--- src/rtl/axi_rd_arbiter.sv ---
// -----------------------------------------------------------------------------
// axi_rd_arbiter
// Two-requester AXI read-channel arbiter with a single outstanding burst.
// A round-robin choice between s0 and s1 is made in IDLE. The winner's AR is
// latched and presented on the shared master AR channel. The master R channel
// is then routed to the owner until the RLAST beat.
//
// Ports
//   clk_100Mhz, rst          : clock, synchronous active-high reset
//   sN_AR{ADDR,LEN,VALID}    : requester N read address request (N = 0,1)
//   sN_ARREADY               : requester N address accepted (combinational)
//   sN_R{DATA,VALID,LAST}    : requester N read data, routed from master
//   sN_RREADY                : requester N read ready
//   m_AR{ADDR,LEN,VALID}     : shared master address channel (registered)
//   m_ARREADY                : master address accepted
//   m_AR{SIZE,BURST,CACHE}   : constant 8-byte INCR cacheable attributes
//   m_R{DATA,VALID,LAST}     : shared master read data channel
//   m_RREADY                 : routed from the owner's RREADY
//   state, owner             : debug visibility of FSM state and burst owner
//   err_len                  : sticky burst length mismatch flag
//   burst_cnt0, burst_cnt1   : completed bursts per requester (wrapping)
// -----------------------------------------------------------------------------
module axi_rd_arbiter #(
    parameter int AXI_ADDR_WIDTH = 32,
    parameter int AXI_DATA_WIDTH = 64
) (
    input  logic                      clk_100Mhz,
    input  logic                      rst,
    input  logic [AXI_ADDR_WIDTH-1:0] s0_ARADDR,
    input  logic [7:0]                s0_ARLEN,
    input  logic                      s0_ARVALID,
    output logic                      s0_ARREADY,
    output logic [AXI_DATA_WIDTH-1:0] s0_RDATA,
    output logic                      s0_RVALID,
    output logic                      s0_RLAST,
    input  logic                      s0_RREADY,
    input  logic [AXI_ADDR_WIDTH-1:0] s1_ARADDR,
    input  logic [7:0]                s1_ARLEN,
    input  logic                      s1_ARVALID,
    output logic                      s1_ARREADY,
    output logic [AXI_DATA_WIDTH-1:0] s1_RDATA,
    output logic                      s1_RVALID,
    output logic                      s1_RLAST,
    input  logic                      s1_RREADY,
    output logic [AXI_ADDR_WIDTH-1:0] m_ARADDR,
    output logic [7:0]                m_ARLEN,
    output logic                      m_ARVALID,
    input  logic                      m_ARREADY,
    output logic [2:0]                m_ARSIZE,
    output logic [1:0]                m_ARBURST,
    output logic [3:0]                m_ARCACHE,
    input  logic [AXI_DATA_WIDTH-1:0] m_RDATA,
    input  logic                      m_RVALID,
    input  logic                      m_RLAST,
    output logic                      m_RREADY,
    output logic [1:0]                state,
    output logic                      owner,
    output logic                      err_len,
    output logic [15:0]               burst_cnt0,
    output logic [15:0]               burst_cnt1
);

    typedef enum logic [1:0] {
        IDLE      = 2'd0,
        ADDR_SEND = 2'd1,
        DATA_READ = 2'd2
    } state_t;

    state_t      state_q, state_d;
    logic        last_grant;
    logic [7:0]  beat_cnt;
    logic        winner, grant, in_data, beat, done;
    logic [15:0] burst_cnt0_d, burst_cnt1_d;

    // On a tie the requester that did not own the previous burst wins.
    assign winner     = (s0_ARVALID && s1_ARVALID) ? ~last_grant : s1_ARVALID;
    assign s0_ARREADY = (state_q == IDLE) && s0_ARVALID && !winner;
    assign s1_ARREADY = (state_q == IDLE) && s1_ARVALID &&  winner;
    assign grant      = (s0_ARVALID && s0_ARREADY) || (s1_ARVALID && s1_ARREADY);

    assign in_data  = (state_q == DATA_READ);
    assign m_RREADY = in_data && (owner ? s1_RREADY : s0_RREADY);
    assign beat     = in_data && m_RVALID && m_RREADY;
    assign done     = beat && m_RLAST;

    assign s0_RVALID = in_data && !owner && m_RVALID;
    assign s0_RLAST  = in_data && !owner && m_RLAST;
    assign s1_RVALID = in_data &&  owner && m_RVALID;
    assign s1_RLAST  = in_data &&  owner && m_RLAST;
    assign s0_RDATA  = m_RDATA;
    assign s1_RDATA  = m_RDATA;

    assign m_ARSIZE  = 3'b011;
    assign m_ARBURST = 2'b01;
    assign m_ARCACHE = 4'b1111;
    assign state     = state_q;

    always_ff @(posedge clk_100Mhz) begin
        if (rst) state_q <= IDLE;
        else     state_q <= state_d;
    end

    always_comb begin
        state_d = state_q;
        case (state_q)
            IDLE:      if (grant)     state_d = ADDR_SEND;
            ADDR_SEND: if (m_ARREADY) state_d = DATA_READ;
            DATA_READ: if (done)      state_d = IDLE;
            default:                  state_d = IDLE;  // unused encoding recovers
        endcase
    end

    always_ff @(posedge clk_100Mhz) begin
        if (rst) begin
            owner      <= 1'b0;
            last_grant <= 1'b1;
            m_ARVALID  <= 1'b0;
            m_ARADDR   <= '0;
            m_ARLEN    <= 8'd0;
            err_len    <= 1'b0;
            beat_cnt   <= 8'd0;
        end else begin
            case (state_q)
                IDLE: begin
                    if (grant) begin
                        m_ARADDR  <= winner ? s1_ARADDR : s0_ARADDR;
                        m_ARLEN   <= winner ? s1_ARLEN  : s0_ARLEN;
                        owner     <= winner;
                        m_ARVALID <= 1'b1;
                    end
                end
                ADDR_SEND: begin
                    if (m_ARREADY) begin
                        m_ARVALID <= 1'b0;
                        beat_cnt  <= 8'd0;
                    end
                end
                DATA_READ: begin
                    // beat_cnt holds the index of the current beat, so the
                    // RLAST beat of a well-formed burst sees beat_cnt == ARLEN.
                    if (beat) begin
                        if (m_RLAST) begin
                            if (beat_cnt != m_ARLEN) err_len <= 1'b1;
                            last_grant <= owner;
                        end else begin
                            if (beat_cnt == m_ARLEN) err_len <= 1'b1;
                            beat_cnt <= beat_cnt + 8'd1;
                        end
                    end
                end
                default: m_ARVALID <= 1'b0;
            endcase
        end
    end

    always_comb begin
        burst_cnt0_d = burst_cnt0 + 16'(done && !owner);
        burst_cnt1_d = burst_cnt1 + 16'(done &&  owner);
    end

    always_ff @(posedge clk_100Mhz) begin
        if (rst) begin
            burst_cnt0 <= 16'd0;
            burst_cnt1 <= 16'd0;
        end else begin
            burst_cnt0 <= burst_cnt0_d;
            burst_cnt1 <= burst_cnt1_d;
        end
    end

endmodule

--- config.mk ---
export PLATFORM = sky130hd
export DESIGN_NAME = axi_rd_arbiter
export DESIGN_NICKNAME = d
export VERILOG_FILES = /design/src/rtl/axi_rd_arbiter.sv
export SDC_FILE = /design/constraint.sdc
export NUM_CORES = 1
export LEC_CHECK = 0
export BUFFER_PORTS_ARGS = -buffer_cell sky130_fd_sc_hd__buf_4
export CORE_AREA = 2 2 146 148
export CTS_CLUSTER_SIZE = 12
export DETAILED_ROUTE_END_ITERATION = 7
export DIE_AREA = 0 0 148 150
export PLACE_DENSITY = 0.52
export SYNTH_ARGS = -nofsm -noshare
export SYNTH_HDL_FRONTEND = slang
export SYNTH_SLANG_ARGS = --single-unit
--- constraint.sdc ---
create_clock -name clk_100Mhz -period 6.7 [get_ports clk_100Mhz]
set_clock_uncertainty 0.05 [all_clocks]
set_input_delay 1.34 -clock clk_100Mhz [delete_from_list [all_inputs] [get_ports clk_100Mhz]]
set_output_delay 1.34 -clock clk_100Mhz [all_outputs]
set_load 0.02 [all_outputs]
==> run summary, run 1 <==
EDFF count, synth: 0
Worst setup SP type: primary input
top cells by area, synth: dfxtp_1 (34%), buf_4 (21%), mux2i_1 (8.2%), a211oi_1 (6.0%), nor2_1 (5.3%)
Final Cycle Share: 58.67%
Die Y: 150 um
DIE WIDTH: 148 um
Worst setup EP type: primary output
clk_lat worst skew: 350 ps
switching power: 391.3 uW
pwr/cell area: 231.4 mW/mm^2
CTS H-tree lvls: 3
Reg area: 0.001722 mm^2
post-synthesis instance total: 573
fmax: 254.4 MHz
layout cells sized above 1: 33.06%
Synth top area share: 34.46%
multi-input logic area: 0.002132 mm^2
# Post-CTS Setup Buffers: 0
largest net degree at the start of global routing: 83
area of the core: 0.02069 mm^2
Final Slew Violations: 0
Setup-failing EPs final: 0
Seq pwr share: 42.2%
combinational power share: 19.4%
switching portion of total power: 29.03%
Yosys top cell by area: dfxtp_1
grt ovf: 0
post-synth cell types: 44
fill cell count: 2329
Max clock buf depth: 2
Seq cells post-synth: 86
Hold Vio Cnt, Final: 0
most common cell in the synthesized netlist: buf_4
initial core utilization: 24.15%
Resize count post-CTS: 0
cts bufs inserted: 9
Worst Path Max Fanout: 42
hpwl dp: 9.404 mm
Total GRT Usage: 11.38%
boundary pin count: 374
Slew headroom: 47.14%
first-pass GRT wire length: 19.48 mm
number of global-route vias before repair: 3598
fin crit period: 3931 ps
Synth warnings: 0
RD Place Congestion: 0.6820
FP Rows: 53
RSZ-0062 raised after global routing: no
initial antenna violation count: 1
Req. time, crit path: 5310 ps
syn avg cell area: 8.719 um^2
critical path arrival: 2540 ps
Post-Syn Area: 0.004996 mm^2
routed wire length: 12.57 mm
Power, Total: 1348 uW
Hold Crit Class: flip-flop to flip-flop
Max Cap Violations: 0
initial DRC count: 109
ys flop type: dfxtp_1
IR drop worst, VDD: 119.1 uV
sequential share of the synthesized area: 34.46%
Clock Sinks: 86
PortBufs: 172
die area: 0.02220 mm^2
asr flop ratio synth: 0%
setup TNS: 0 ps
Crit Path Category: primary input to primary output
iteration count of the initial detailed-routing pass: 4
most instantiated cells after synthesis: buf_4 (139), dfxtp_1 (86), nor2_1 (70)
Root Buffer: clkbuf_16
Slew @ Worst Pin: 792.9 ps
Layout Utilization: 28.15%
CTS Hold Bufs: 0
WHS: 438.7 ps
via count: 3776
antenna-violating nets left: 0
clock share of power: 38.4%
static leakage: 0.002456 uW
CTS tree: done
Clock transition at path regs: 70 ps
Antenna Cells: 0
Post-route DRC: 0
vias per inst: 4.291
Int Pwr: 956.4 uW
area added between synthesis and finish: 16.58%
outcome: finished, final reports clean
Routed wire per std cell: 14.28 um
nets: 759
## worst paths after layout
path | startpoint | end | slack [ps] | cells past startpoint
max | s0_ARVALID | s1_ARREADY | 2770 | 5
min | burst_cnt1[15] | burst_cnt1[15] | 440 | 2
max reg2reg | owner | burst_cnt1[12] | 4090 | 8
min reg2reg | burst_cnt1[15] | burst_cnt1[15] | 440 | 2
## final cells by class
class	count	share of cell area, %
flip-flops and latches	86	29.56
inverters	4	0.2578
clock buffers	10	3.931
multi-input cells	324	36.61
repair buffers	175	22.56
well taps	275	5.908
clock inverters	6	1.182
## registers in the layout, indices dropped and copies added (netlist names)
name	cells
beat_cnt	8
burst_cnt0	16
burst_cnt1	16
err_len	1
last_grant	1
m_ARADDR	32
m_ARLEN	8
m_ARVALID	1
owner	1
state	2
## critical path, stage by stage
cell and delay [ps]:
buf_4 130, a21boi_4 130, buf_4 530, and2_1 240
buf_4 140
## logic make-up after synthesis
logic type | share of synthesized area [%]
AO/OA/AOI/OAI | 11.80
multiplexers | 8.515
flip-flops | 34.46
other | 0.1503
XOR/XNOR | 4.207
buffers and inverters | 23.64
adder cells (fa/ha/maj) | 1.503
AND/OR/NAND/NOR | 15.73
## power groups by stage
stage / registers (uW) / logic (uW) / clock network (uW)
2_1_floorplan: 616 / 225 / 0
3_3_place_gp: 581 / 266 / 0
3_5_place_dp: 581 / 266 / 0
4_1_cts: 570 / 266 / 546
5_1_grt: 575 / 287 / 569
6_report: 569 / 262 / 517
## cells in the final DEF (no fill, tap or decap), types with 6 or more instances in the layout
cell type  count
clkbuf_16      9
a211oi_1      40
nand4_1        9
ha_1           6
dfxtp_1       86
or3_1         10
mux2i_1       41
nor2_1        70
conb_1         9
o21ai_0       14
buf_4        175
a21oi_1       22
nand3_1       17
xor2_1        14
xnor2_1       10
nand2_1       15
## metal layers
layer / global-route usage [%] / wire, um / vias to the layer above
li1: - / - / 1891
met1: 13.61 / 5490 / 1671
met2: 17.48 / 5575 / 182
met3: 5.122 / 1159 / 30
met4: 5.286 / 332 / 2
met5: 0 / 10 / -
## per-stage QoR
step,area [um^2],std cells,worst slack [ps]
floorplan,5022,580,3144
global placement,5527,864,2765
detailed placement,5527,864,2753
CTS,5824,880,2750
global route,5824,880,2700
finish,5824,880,2769
(Power assumes the default switching activity.)
==> inputs of run 2 (changes only) <==
ABC_AREA = 1   (was default)
PLACE_DENSITY = 0.54   (was 0.52)
clock period = 3.2 ns   (was 6.7 ns; I/O delays follow)
==> run 2 against run 1 <==
Power is 110% higher. Sequential power is 110% higher. Global-route usage is 0.66 points higher. Cell count is 15% higher. Clock power is 120% higher. Largest power group unchanged. Highest routed layer is now met4.
==> run summary, run 2 <==
outcome: finished, final reports clean
Top Registers: m_ARADDR: 32 flops, burst_cnt0: 16 flops, burst_cnt1: 16 flops
Int Pwr: 2044 uW (+110%)
asr flop ratio synth: 0% (unchanged)
fill cell count: 2345 (+0.69%)
DIE WIDTH: 148 um (unchanged)
setup TNS: 0 ps (unchanged)
CTS tree: done
die area: 0.02220 mm^2 (unchanged)
clock share of power: 39.5% (+1.1 points)
Hold Crit Class: flip-flop to flip-flop
vias per inst: 4.224 (-1.6%)
sequential share of the synthesized area: 34.37% (-0.095 points)
CTS Hold Bufs: 0 (unchanged)
routed wire length: 13.42 mm (+6.8%)
Clock Sinks: 86 (unchanged)
most common cell in the synthesized netlist: nand2_1
Layout Utilization: 28.57% (+0.42 points)
Seq pwr share: 41.5% (-0.7 points)
Resize count post-CTS: 0 (unchanged)
Routed wire per std cell: 13.28 um (-7.0%)
switching portion of total power: 28.84% (-0.20 points)
max FFs per register: 32 (unchanged)
ys flop type: dfxtp_1
post-synth cell types: 33 (-25%)
fin crit period: 2618 ps
clk_lat worst skew: 350 ps (about the same)
Worst Path Max Fanout: 8 (-81%)
boundary pin count: 374 (unchanged)
area added between synthesis and finish: 17.98%
first-pass GRT wire length: 20.78 mm (+6.7%)
Biggest register: m_ARADDR
combinational power share: 18.9% (-0.5 points)
Setup-failing EPs final: 0 (unchanged)
Clock transition at path regs: 70 ps (about the same)
Req. time, crit path: 3380 ps (-1930 ps)
most common cell after layout, fill and taps aside: buf_4
Synth top area share: 34.37% (-0.095 points)
Slew @ Worst Pin: 645.8 ps (-147.1 ps)
largest net degree at the start of global routing: 83 (unchanged)
antenna-violating nets left: 0 (unchanged)
most frequent cells in the layout: buf_4 (177), nand2_1 (159), dfxtp_1 (86)
Antenna Cells: 0 (unchanged)
# Post-CTS Setup Buffers: 0 (unchanged)
Worst setup SP type: flip-flop
Max Cap Violations: 0 (unchanged)
CTS H-tree lvls: 3 (unchanged)
via count: 4270 (+13%)
most instantiated cells after synthesis: nand2_1 (159), buf_4 (138), dfxtp_1 (86)
switching power: 828.3 uW (+110%)
post-synthesis instance total: 697 (+22%)
area of the core: 0.02069 mm^2 (unchanged)
hpwl dp: 10.07 mm (+7.1%)
grt ovf: 0 (unchanged)
Worst setup EP type: flip-flop
RD Place Congestion: 0.7703 (+13%)
Max clock buf depth: 2 (unchanged)
iteration count of the initial detailed-routing pass: 4 (unchanged)
cts bufs inserted: 9 (unchanged)
Synth warnings: 0 (unchanged)
Seq cells post-synth: 86 (unchanged)
PortBufs: 172 (unchanged)
Power, Total: 2873 uW (+110%)
pwr/cell area: 486.0 mW/mm^2 (+110%)
Final Cycle Share: 81.80%
Root Buffer: clkbuf_16
EDFF count, synth: 0 (unchanged)
number of global-route vias before repair: 3932 (+9.3%)
Hold Vio Cnt, Final: 0 (unchanged)
Crit Path Category: flip-flop to flip-flop
RSZ-0062 raised after global routing: no
static leakage: 0.002648 uW (+7.8%)
FP Rows: 53 (unchanged)
final cell count without fillers: 1011 (+15%)
critical path arrival: 2800 ps (+260 ps)
layout cells sized above 1: 29.48% (-3.6 points)
Total GRT Usage: 12.04% (+0.66 points)
placed cells: 995 (+15%)
top cells by area, synth: dfxtp_1 (34%), buf_4 (21%), nand2_1 (12%), a31oi_1 (5.2%), o21ai_0 (4.7%)
Die Y: 150 um (unchanged)
initial antenna violation count: 0 (-1)
IR drop worst, VDD: 206.0 uV (+73%)
initial DRC count: 122 (+12%)
initial core utilization: 24.21% (+0.067 points)
Post-route DRC: 0 (unchanged)
Yosys top cell by area: dfxtp_1
Post-Syn Area: 0.005010 mm^2 (+0.28%)
syn avg cell area: 7.188 um^2 (-18%)
Final Slew Violations: 0 (unchanged)
Slew headroom: 56.89% (+9.7 points)
fmax: 382.0 MHz
nets: 890 (+17%)
## run 2: changes by cell type after synthesis, sizes merged, moves of 12 or more
cell	delta
inv	+49
or3	-12
mux2i	-41
a211oi	-40
o21ai	+44
nor2	-17
nand2	+148
a31oi	+41
## run 2: final cells by class
| cell class | count | area [um^2] | area share, % |
|---|---|---|---|
| Sequential cell | 86 | 1722 | 29.13 |
| Tap cell | 275 | 344.1 | 5.821 |
| Clock buffer | 12 | 266.5 | 4.509 |
| Multi-Input combinational cell | 403 | 1974 | 33.40 |
| Clock inverter | 4 | 53.80 | 0.9102 |
| Inverter | 53 | 201.4 | 3.408 |
| Timing Repair Buffer | 178 | 1349 | 22.82 |
## run 2: power groups by stage
| stage | Combinational [uW] | Clock (uW) | Sequential [uW] |
|---|---|---|---|
| 5_1_grt | 602 | 1210 | 1200 |
| 4_1_cts | 556 | 1180 | 1190 |
| 6_report | 543 | 1140 | 1190 |
| 3_3_place_gp | 556 | 0 | 1220 |
| 3_5_place_dp | 555 | 0 | 1220 |
| 2_1_floorplan | 458 | 0 | 1280 |
## run 2: cell families (layout without fill, tap and decap cells)
logic type | count (synthesis) | count (layout) | share of synthesized area, %
adder cells (fa/ha/maj) | 6 | 6 | 1.498
other | 2 | 9 | 0.1499
AND/OR/NAND/NOR | 253 | 253 | 21.85
XOR/XNOR | 9 | 9 | 1.573
flip-flops | 86 | 86 | 34.37
AO/OA/AOI/OAI | 126 | 126 | 13.81
buffers and inverters | 215 | 247 | 26.75
## run 2: worst paths after layout
| check | start | end | slack [ps] | cells past startpoint |
|---|---|---|---|---|
| worst min-delay path | err_len | err_len | 400 | 2 |
| worst max-delay path | state[1] | burst_cnt0[12] | 580 | 16 |
| worst max register to register | state[1] | burst_cnt0[12] | 580 | 16 |
| worst min register to register | err_len | err_len | 400 | 2 |
## run 2: routing by layer
metal	part of all wire (%)	GRT usage [%]	vias to the layer above
li1	-	-	2172
met1	43	14.44	1882
met2	45	19.03	185
met3	9.5	4.573	31
met4	2.8	5.667	0
met5	0	0	-
## run 2: per-stage QoR
stage / worst slack [ps] / instance area, um^2 / hold WS (ps)
6_report: 582.4 / 5911 / 403.3
5_1_grt: 242.9 / 5911 / 440.1
4_1_cts: 544.5 / 5911 / 406.3
3_5_place_dp: 403.9 / 5590 / 395.7
3_3_place_gp: 448.6 / 5590 / 395.5
2_1_floorplan: 773.2 / 5036 / 378.7
## run 2: worst max-delay path, stage by stage, from the launching register on
cell	delay [ps]
dfxtp_1	400
inv_2	60
nor2_4	200
nand3_2	130
nor2_1	200
inv_1	110
nor2_1	150
ha_1	160
ha_1	160
nand2_1	80
nor2_2	120
inv_1	80
nor2_1	140
nand2_1	120
nor2_1	140
nand2_1	60
nor3b_2	140
